### config.mk
export PLATFORM = sky130hd
export DESIGN_NAME = timer_ctrl_front
export DESIGN_NICKNAME = d
export VERILOG_FILES = /design/src/rtl/timer_ctrl_front_pkg.sv /design/src/rtl/timer_ctrl_front_pb_debounce.sv /design/src/rtl/timer_ctrl_front.sv
export SDC_FILE = /design/constraint.sdc
export NUM_CORES = 1
export LEC_CHECK = 0
export BUFFER_PORTS_ARGS = -buffer_cell sky130_fd_sc_hd__buf_2
export CAP_MARGIN = 20
export CORE_AREA = 2 2 77 61
export DETAILED_ROUTE_END_ITERATION = 16
export DIE_AREA = 0 0 79 63
export PLACE_DENSITY = 0.77
export SYNTH_ARGS = -nofsm -noshare
export SYNTH_HDL_FRONTEND = slang
export SYNTH_SLANG_ARGS = --single-unit
### constraint.sdc
create_clock -name clk -period 4.6 [get_ports clk]
set_input_delay 0.69 -clock clk [delete_from_list [all_inputs] [get_ports clk]]
set_output_delay 0.69 -clock clk [all_outputs]
set_load 0.005 [all_outputs]
### src/rtl/timer_ctrl_front_pkg.sv
// Shared constants and state encoding for the timer front-end control stage.
// Default divisor values assume a 40 MHz board clock.
package timer_ctrl_front_pkg;

   typedef enum logic {
      StPause = 1'b0,
      StRun   = 1'b1
   } state_e;

   localparam int unsigned HALF_1HZ_DEF   = 20000000;
   localparam int unsigned SAMPLE_DIV_DEF = 400000;
   localparam int unsigned DB_LEN_DEF     = 4;

endpackage

### src/rtl/timer_ctrl_front_pb_debounce.sv
// Pushbutton conditioning: two-flop synchroniser, sampled shift-register debounce
// and a one-cycle press pulse on each debounced rising edge.
module timer_ctrl_front_pb_debounce
   import timer_ctrl_front_pkg::*;
#(
   parameter int unsigned DB_LEN = DB_LEN_DEF
) (
   input  logic clk,
   input  logic rst_n,
   input  logic tick_smp,
   input  logic pb_in,
   output logic pb_level,
   output logic press
);

   logic              r_pb_s1;
   logic              r_pb_s2;
   logic [DB_LEN-1:0] r_sh;
   logic [DB_LEN-1:0] w_sh_next;
   logic              r_level;
   logic              r_pb_d;

   assign w_sh_next = (r_sh << 1) | DB_LEN'(r_pb_s2);

   always_ff @(posedge clk or negedge rst_n) begin
      if (!rst_n) begin
         r_pb_s1 <= 1'b0;
         r_pb_s2 <= 1'b0;
         r_sh    <= '0;
         r_level <= 1'b0;
         r_pb_d  <= 1'b0;
      end else begin
         r_pb_s1 <= pb_in;
         r_pb_s2 <= r_pb_s1;
         if (tick_smp) begin
            r_sh <= w_sh_next;
         end
         // Mixed sample history leaves the level untouched.
         if (&r_sh) begin
            r_level <= 1'b1;
         end else if (~|r_sh) begin
            r_level <= 1'b0;
         end
         r_pb_d <= r_level;
      end
   end

   assign pb_level = r_level;
   assign press    = r_level & ~r_pb_d;

endmodule

### src/rtl/timer_ctrl_front.sv
// Front-end for the 30-second BCD down-counter: 1 Hz clock divider, debounce
// sample tick and the RUN/PAUSE enable state machine.
module timer_ctrl_front
   import timer_ctrl_front_pkg::*;
#(
   parameter int unsigned HALF_1HZ   = HALF_1HZ_DEF,
   parameter int unsigned SAMPLE_DIV = SAMPLE_DIV_DEF,
   parameter int unsigned DB_LEN     = DB_LEN_DEF
) (
   input  logic clk,
   input  logic rst_n,
   input  logic pb_in,
   input  logic expired,
   output logic clk_1hz,
   output logic enable,
   output logic pb_level
);

   localparam int unsigned W1HZ = (HALF_1HZ > 1) ? $clog2(HALF_1HZ) : 1;
   localparam int unsigned WSMP = (SAMPLE_DIV > 1) ? $clog2(SAMPLE_DIV) : 1;
   localparam logic [W1HZ-1:0] LAST_1HZ = W1HZ'(HALF_1HZ - 1);
   localparam logic [WSMP-1:0] LAST_SMP = WSMP'(SAMPLE_DIV - 1);

   logic [W1HZ-1:0] r_cnt_1hz;
   logic            r_clk_1hz;
   logic [WSMP-1:0] r_cnt_smp;
   logic            w_tick_smp;
   logic            w_press;
   state_e          r_state;
   state_e          w_state_d;

   always_ff @(posedge clk or negedge rst_n) begin
      if (!rst_n) begin
         r_cnt_1hz <= '0;
         r_clk_1hz <= 1'b0;
      end else if (r_cnt_1hz == LAST_1HZ) begin
         r_cnt_1hz <= '0;
         r_clk_1hz <= ~r_clk_1hz;
      end else begin
         r_cnt_1hz <= r_cnt_1hz + 1'b1;
      end
   end

   always_ff @(posedge clk or negedge rst_n) begin
      if (!rst_n) begin
         r_cnt_smp <= '0;
      end else if (w_tick_smp) begin
         r_cnt_smp <= '0;
      end else begin
         r_cnt_smp <= r_cnt_smp + 1'b1;
      end
   end

   assign w_tick_smp = (r_cnt_smp == LAST_SMP);

   timer_ctrl_front_pb_debounce #(
      .DB_LEN (DB_LEN)
   ) u_pb_debounce (
      .clk      (clk),
      .rst_n    (rst_n),
      .tick_smp (w_tick_smp),
      .pb_in    (pb_in),
      .pb_level (pb_level),
      .press    (w_press)
   );

   always_ff @(posedge clk or negedge rst_n) begin
      if (!rst_n) begin
         r_state <= StPause;
      end else begin
         r_state <= w_state_d;
      end
   end

   // Expiry dominates: a press coinciding with expiry never leaves RUN active.
   always_comb begin
      w_state_d = r_state;
      unique case (r_state)
         StPause: if (w_press && !expired) w_state_d = StRun;
         StRun:   if (expired || w_press)  w_state_d = StPause;
      endcase
   end

   assign clk_1hz = r_clk_1hz;
   assign enable  = (r_state == StRun);

endmodule

Word-level counts from Yosys, hierarchy flattened
Index checks and enable logic that the tools add are counted.
- register bits after elaboration: 54
- output and inout port bits: 3
- add/subtract/negate cells: 2
- eq/ne operators: 3
- muxes and demuxes: 7
- bitwise logic cells: 5
- reductions and logical operators: 5
- operators by type and width (cell ; count):
    25-bit by 1-bit adder with 25-bit output (second input constant) ; 1
    25-bit == test (second input constant) ; 1
    25-bit 2-to-1 mux ; 1
    19-bit by 1-bit adder with 19-bit output (second input constant) ; 1
    19-bit == test (second input constant) ; 1
    19-bit 2-to-1 mux ; 1
    1-bit 2-to-1 mux ; 4
    4-bit by 1-bit bitwise OR with 4-bit output ; 1
    4-bit AND reduction ; 1
    4-bit OR reduction ; 1
    1-bit NOT ; 3
    2-bit by 1-bit != test with 1-bit output (second input constant) ; 1
    1-bit case mux with 2 select lines ; 1
    1-bit AND ; 1
    1-bit logical AND ; 1
    1-bit zero test ; 1
    1-bit logical OR ; 1

Depth between registers and ports, before layout
Gate-level depths: netlist of run 1.
- depth after elaboration: 5
- depth in mapped cells: 7
- depth with buffers taken out: 5

Cells and area by module
A second synthesis of run 1 with hierarchy kept.
- cell total of the unflattened synthesis: 211
- area, all modules: 2437.3 µm²
- by module, submodules not included (module ; instances ; cells each ; area each (µm²) ; seq. area each (µm²)):
    timer_ctrl_front ; 1 ; 195 ; 2159.6 ; 1151.1
    timer_ctrl_front_pb_debounce ; 1 ; 16 ; 277.8 ; 200.2

Least setup slack after synthesis of run 1
OpenSTA, ideal clock, no wires.
- path type: reg2reg
- start point: register r_cnt_smp[0]
- end point: register u_pb_debounce.r_sh[1]
- data arrival time: 1821 ps
- slack: 2654 ps
- cell stages (with the launch flop): 8
- buffers on the path: 2
- period minus slack after synthesis: 1946 ps
- cell sequence: dfrtp_1 > ha_1 > and3_1 > clkbuf_1 > nand2_1 > nor3_1 > buf_4 > mux2_2
- longest elaborated chain between the ends: 1
- RTL lines (item ; RTL line ; RTL):
    from (decl) ; timer_ctrl_front.sv:26 ; logic [WSMP-1:0] r_cnt_smp;
    from (signal assigned) ; timer_ctrl_front.sv:50 ; r_cnt_smp <= r_cnt_smp + 1'b1;
    19-bit == test ; timer_ctrl_front.sv:54 ; assign w_tick_smp = (r_cnt_smp == LAST_SMP);
    to (signal assigned) ; timer_ctrl_front_pb_debounce.sv:36 ; r_sh <= w_sh_next;
    to (decl) ; timer_ctrl_front_pb_debounce.sv:18 ; logic [DB_LEN-1:0] r_sh;
No other way between the ends.
A chain may end at the register's enable or synchronous reset.

Worst setup path in the final report of run 1
- start point: register r_cnt_1hz[2]
- end point: register r_clk_1hz (netlist: clk_1hz)
- longest elaborated chain between the ends: 1
- RTL lines (item ; RTL line ; RTL):
    from (decl) ; timer_ctrl_front.sv:24 ; logic [W1HZ-1:0] r_cnt_1hz;
    from (signal assigned) ; timer_ctrl_front.sv:40 ; r_cnt_1hz <= r_cnt_1hz + 1'b1;
    25-bit == test ; timer_ctrl_front.sv:36 ; end else if (r_cnt_1hz == LAST_1HZ) begin
    to (signal assigned) ; timer_ctrl_front.sv:38 ; r_clk_1hz <= ~r_clk_1hz;
    to (decl) ; timer_ctrl_front.sv:25 ; logic r_clk_1hz;
No other way between the ends.

==> reports/results.txt, run 1 <==
status: finished, final reports clean
Synth cell types: 36
Post-CTS Hold Buffers: 0
H-tree levels: 2
CTS buffer count: 5
Clock Power Share: 0.364
Core Region: 0.00426 mm²
Comb pwr share: 0.013
Final ANT Viol Nets: 0
# DRC: 0
Setup crit start kind: flop
clock root buffer: clkbuf_8
pwr dens: 289 mW/mm²
worst-path fanout max: 8
final hold vios: 0
Worst EP arrival: 2290 ps
CTS tree: done
Seq/Total Area, Yosys: 0.551
Int Power: 0.000589 W
GRT Resource Usage Total: 0.192
max incr delay on CP: 640 ps
critical path cell sequence: and4_2 > nand4_1 > nor4_2 > buf_4 > xor2_1
Via density: 5.60
Syn Inst Count: 222
die extent in x: 79 µm
Final period util: 0.444
Nets: 239
CTS Buffer Depth: 2
WL final: 4010 µm
worst min path class: flop to flop
1st-iter DRT viols: 159
Data required, critical path: 4850 ps
largest net degree at the start of global routing: 55
Cells after DPL: 283
Tot Pwr: 0.000764 W
share of flip-flops with an asynchronous set or reset: 1.00
Max Transition Viols Final: 0
vias in the first global route: 1,629
fraction of power spent switching nets: 0.229
Synth Flop Type: dfrtp_1
Slew headroom: 0.371
Max Clk Rate: 490 MHz
Post-CTS Repair Setup Buffers: 0
Worst-Margin Slew: 934 ps
die area: 0.00498 mm²
number of enable flip-flop cells after synthesis: 0
share of cells above drive strength 1: 0.128
Post-Syn Area per Cell: 11.0 µm²
Initial Utilization: 0.576
critical path type: flop to flop
Area Growth Syn to Fin: 7.96%
post-layout minimum cycle time: 2040 ps
Die Ht: 63 µm
Synth Register Bits: 54
drt wl/cell: 13.8 µm
GRT Residual Overflow: 0
Sink Count: 54
RSZ-0062 raised after global routing: false
first-pass GRT wire length: 7490 µm
total negative slack: 0 ps
Mapped Area: 0.00245 mm²
sw power: 0.000175 W
Worst-path clk slew: 100 ps
Worst R2R Setup Slack: 2560 ps
initial antenna violation count: 0
Setup crit end kind: flop
# resized after CTS: 0
GP Congestion: 0.818
leakage: 1.17 nW
CP max stage cell: nor4_2
Clk Latency, worst-skew pair: 310 ps
post-DP HPWL: 2790 µm
Non-Filler Instances: 291
clk_skew: 8.64 ps
most common cell after layout, fill and taps aside: dfrtp_1
Rows: 21
Diodes inserted: 0
Port Buffers: 6
via count: 1,630
Flop pwr share: 0.622
Ports: 7
commonest cells after routing, fill and taps aside: dfrtp_1, nor2_1, xor2_1
Ys Warns: 0
max cap viols: 0
Net Count, Synth: 228
Peak VDD IR: 282 µV
# setup viols final: 0
Initial DRT Pass Iterations: 4
==> layout make-up <==
| type | instances | area [µm²] |
|---|---|---|
| tap | 57 | 71.3 |
| clock buffer | 5 | 68.8 |
| inverter | 6 | 22.5 |
| multi-input combinational | 157 | 1050 |
| sequential | 54 | 1350 |
| timing repair buffer | 9 | 52.6 |
| clock inverter | 3 | 26.3 |
| fill | 369 | 1610 |
==> power by group through the flow <==
stage	clock, W	sequential [W]	combinational, W
after floorplan	0	0.000485	0.0000000117
after global placement	0	0.000485	0.0000111
after detailed placement	0	0.000485	0.0000111
after CTS	0.000285	0.000475	0.0000112
after global routing	0.000305	0.000476	0.0000129
final	0.000278	0.000475	0.0000102
==> cell usage after synthesis, types with 2 or more instances <==
| cell type | n | share of area |
|---|---|---|
| nor3_1 | 4 | 0.0082 |
| mux2_2 | 4 | 0.018 |
| dfrtp_1 | 54 | 0.55 |
| ha_1 | 2 | 0.010 |
| and4_1 | 4 | 0.014 |
| xor2_1 | 19 | 0.068 |
| nand4_1 | 11 | 0.028 |
| xnor2_1 | 16 | 0.057 |
| or4_4 | 3 | 0.014 |
| nor2_1 | 21 | 0.032 |
| nor4b_1 | 2 | 0.0071 |
| and3_1 | 6 | 0.015 |
| a21oi_1 | 5 | 0.010 |
| nor2b_1 | 3 | 0.0077 |
| nor4_1 | 5 | 0.013 |
| nand3_1 | 18 | 0.037 |
| inv_1 | 6 | 0.0092 |
| o21ai_0 | 5 | 0.010 |
| or3_1 | 6 | 0.015 |
| nand2_1 | 10 | 0.015 |
| clkbuf_1 | 3 | 0.0046 |
==> critical path: cells and delay by family, from the launching register on <==
family	cells	cell delay, ps
DFF	1	480
xor gates and xnor gates	1	150
and+or+nand+nor	3	1060
buffers and inverters	1	270
==> final timing paths <==
kind | start | endpoint | depth (start not counted)
worst max-delay path | r_cnt_1hz[2] | clk_1hz | 5
worst min-delay path | u_pb_debounce.r_pb_s1 | u_pb_debounce.r_pb_s2 | 0
worst max register to register | r_cnt_1hz[2] | clk_1hz | 5
worst min register to register | u_pb_debounce.r_pb_s1 | u_pb_debounce.r_pb_s2 | 0
max in group asynchronous | rst_n | r_cnt_smp[13] | 2
min in group asynchronous | rst_n | r_cnt_1hz[20] | 2
==> kinds of logic after synthesis <==
family	after synthesis	share of synthesized area
buffers and inverters	11	0.0189
xor gates and xnor gates	35	0.125
and+or+nand+nor	100	0.237
DFF	54	0.551
AOI/OAI and AO/OA	16	0.0393
muxes	4	0.0184
adders and majority gates	2	0.0102
==> sequential cells by signal, summed over array words and instances, names as in the netlist <==
signal,flops
r_cnt_1hz,25
r_cnt_smp,19
u_pb_debounce.r_sh,4
clk_1hz,1
enable,1
u_pb_debounce.pb_level,1
u_pb_debounce.r_pb_d,1
u_pb_debounce.r_pb_s1,1
u_pb_debounce.r_pb_s2,1
==> metrics by stage <==
| stage | setup slack, ps | utilization | hold WS, ps | cell area, µm² |
|---|---|---|---|---|
| floorplan | 2650 | - | 331 | 2450 |
| global placement | 2640 | 0.600 | 343 | 2550 |
| detailed placement | 2590 | 0.600 | 340 | 2550 |
| CTS | 2560 | 0.622 | 367 | 2650 |
| global route | 2320 | 0.622 | 380 | 2650 |
| finish | 2560 | 0.622 | 364 | 2650 |
==> layer usage <==
| metal | global-route usage | share of wire |
|---|---|---|
| met3 | 0.0448 | 0.026 |
| met1 | 0.285 | 0.53 |
| met5 | 0 | 0 |
| met2 | 0.278 | 0.43 |
| met4 | 0.0690 | 0.014 |
(Power assumes the default switching activity.)
==> run 2: changes to the inputs <==
- CORE_AREA: 2 2 77 61 -> 2 2 81 63
- DIE_AREA: 0 0 79 63 -> 0 0 83 65
- PLACE_DENSITY: 0.77 -> 0.75
- clock period: 4.6 -> 1.82 ns (I/O delays scaled with it)
==> reports/results.txt, run 2 (synthesized netlist as in run 1, its figures left out) <==
drt wl/cell: 13.2 µm (-4.1%)
Clk Latency, worst-skew pair: 300 ps (about the same)
Setup crit start kind: flop
critical path's most frequent cell: or4_4
CP max stage cell: or4_4
Worst-Margin Slew: 667 ps (-267 ps)
status: finished, final reports clean
Final ANT Viol Nets: 0 (unchanged)
1st-iter DRT viols: 108 (-32%)
critical path cell sequence: nand4_4 > or4_4 > or4_4 > a21oi_2
max FFs per register: 25 (unchanged)
WL final: 4220 µm (+5.4%)
Fillers: 389 (+5.4%)
sw power: 0.000387 W (+120%)
worst min path class: input port to asynchronous set/reset pin
GRT Residual Overflow: 0 (unchanged)
Data required, critical path: 2060 ps (-2790 ps)
Core Region: 0.00471 mm² (+11%)
via count: 1,738 (+6.6%)
Worst R2R Setup Slack: 60 ps (-2500 ps)
initial antenna violation count: 0 (unchanged)
vias in the first global route: 1,649 (+1.2%)
critical path type: flop to flop
Sink Count: 54 (unchanged)
leakage: 1.32 nW (+13%)
Cells after DPL: 308 (+8.8%)
Tot Pwr: 0.00203 W (+170%)
clk_skew: 6.48 ps (-2.16 ps)
Ports: 7 (unchanged)
RSZ-0062 raised after global routing: true
Worst R2R Path Depth: 4 (-1)
Slew headroom: 0.555 (+0.184)
Initial Utilization: 0.521 (-0.0551)
Worst-path clk slew: 90 ps (about the same)
Worst EP arrival: 2000 ps (-290 ps)
Max Transition Viols Final: 0 (unchanged)
Area Growth Syn to Fin: 17.5%
largest registers: r_cnt_1hz x25, r_cnt_smp x19, u_pb_debounce.r_sh x4
CTS buffer count: 5 (unchanged)
FF-to-FF End: r_cnt_1hz[20]
CTS Buffer Depth: 2 (unchanged)
Nets: 266 (+11%)
max incr delay on CP: 580 ps (-60 ps)
Via density: 5.43 (-3.0%)
largest net degree at the start of global routing: 55 (unchanged)
post-layout minimum cycle time: 1760 ps (-283 ps)
most flop-heavy register: r_cnt_1hz
fraction of power spent switching nets: 0.191 (-0.0384)
Final period util: 0.967 (+0.523)
Flop pwr share: 0.591 (-0.031)
pwr dens: 705 mW/mm² (+140%)
Peak VDD IR: 427 µV (+52%)
most common cell after layout, fill and taps aside: dfrtp_1
GRT Resource Usage Total: 0.177 (-0.0149)
worst-path fanout max: 7 (-1)
Int Power: 0.00164 W (+180%)
Diodes inserted: 0 (unchanged)
post-DP HPWL: 2950 µm (+5.8%)
Max Clk Rate: 568 MHz (+16%)
share of cells above drive strength 1: 0.227 (+0.0987)
clock root buffer: clkbuf_8
final hold vios: 0 (unchanged)
commonest cells after routing, fill and taps aside: dfrtp_1, buf_4, nor2_1
# setup viols final: 0 (unchanged)
worst r2r src: r_cnt_1hz[4]
Clock Power Share: 0.396 (+0.032)
Rows: 22 (+4.8%)
Comb pwr share: 0.013 (about the same)
die extent in x: 83 µm (+5.1%)
die area: 0.00540 mm² (+8.4%)
# DRC: 0 (unchanged)
Die Ht: 65 µm (+3.2%)
first-pass GRT wire length: 7670 µm (+2.4%)
GP Congestion: 0.764 (-6.6%)
CTS tree: done
Setup crit end kind: flop
max cap viols: 0 (unchanged)
Port Buffers: 6 (unchanged)
Initial DRT Pass Iterations: 4 (unchanged)
Non-Filler Instances: 320 (+10%)
H-tree levels: 2 (unchanged)
## run 2: cell types whose count changed in the layout (fill, tap and decap cells not counted)
cell and change:
inv_6 -2, buf_4 +27, or4_4 +1, clkbuf_8 +1, dfrtp_1 -1, nor3_1 -1
bufinv_16 +1, nor3_2 +1, dfrtp_2 +1, clkinv_4 -1, or4_1 -1
## run 2: power groups by stage
stage	Sequential (W)	Clock (W)	Combinational, W
2_1_floorplan	0.00123	0	0.0000000291
3_3_place_gp	0.00123	0	0.0000278
3_5_place_dp	0.00123	0	0.0000286
4_1_cts	0.00120	0.000834	0.0000287
5_1_grt	0.00120	0.000872	0.0000325
6_report	0.00120	0.000805	0.0000263
## run 2: how the worst max path moves through the flow
stage            startpoint               endpoint  slack, ps
2_1_floorplan  r_cnt_smp[0]  u_pb_debounce.r_sh[1]         40
3_3_place_gp   r_cnt_1hz[4]          r_cnt_1hz[20]         50
3_5_place_dp   r_cnt_1hz[4]          r_cnt_1hz[20]         20
4_1_cts        r_cnt_1hz[5]          r_cnt_1hz[20]         20
5_1_grt        r_cnt_1hz[0]          r_cnt_1hz[20]        -30
6_report       r_cnt_1hz[4]          r_cnt_1hz[20]         60
## run 2: what timing repair did
item / 4_1_cts / 5_1_grt
endpoints found under the setup margin: 1 / 7
hold buffers: 0 / 0
pin swaps: 0 / 2
resized for setup: 0 / 2
setup buffers: 1 / 4
## run 2: final cells by class
cell class,count,area [µm²],area share
well taps,60,75.1,0.0261
clock inverters,1,30.0,0.0104
multi-input cells,157,1060,0.369
inverters,6,22.5,0.00782
flip-flops and latches,54,1350,0.469
repair buffers,36,255,0.0886
clock buffers,6,82.6,0.0287
## run 2: metrics by stage
| stage | hold WS [ps] | utilization | TNS (ps) | setup slack, ps | cell area (µm²) |
|---|---|---|---|---|---|
| 2_1_floorplan | -22.6 | - | 0 | 42.9 | 2460 |
| 3_3_place_gp | 333 | 0.579 | 0 | 54.2 | 2730 |
| 3_5_place_dp | 343 | 0.579 | 0 | 17.1 | 2730 |
| 4_1_cts | 66.0 | 0.605 | 0 | 20.5 | 2850 |
| 5_1_grt | 62.5 | 0.612 | -28.4 | -28.4 | 2880 |
| 6_report | 73.3 | 0.612 | 0 | 60.3 | 2880 |
## run 2: metal layers
layer	track usage	vias up	routed length (µm)
li1	-	861	-
met1	0.248	835	2190
met2	0.271	36	1810
met3	0.0420	6	158
met4	0.0676	0	63
met5	0	-	0
## run 2: worst max-delay path, delay by kind of cell (launching register included)
family          cells  cell delay (ps)
compound gates      1              130
flops               1              410
simple gates        3             1160
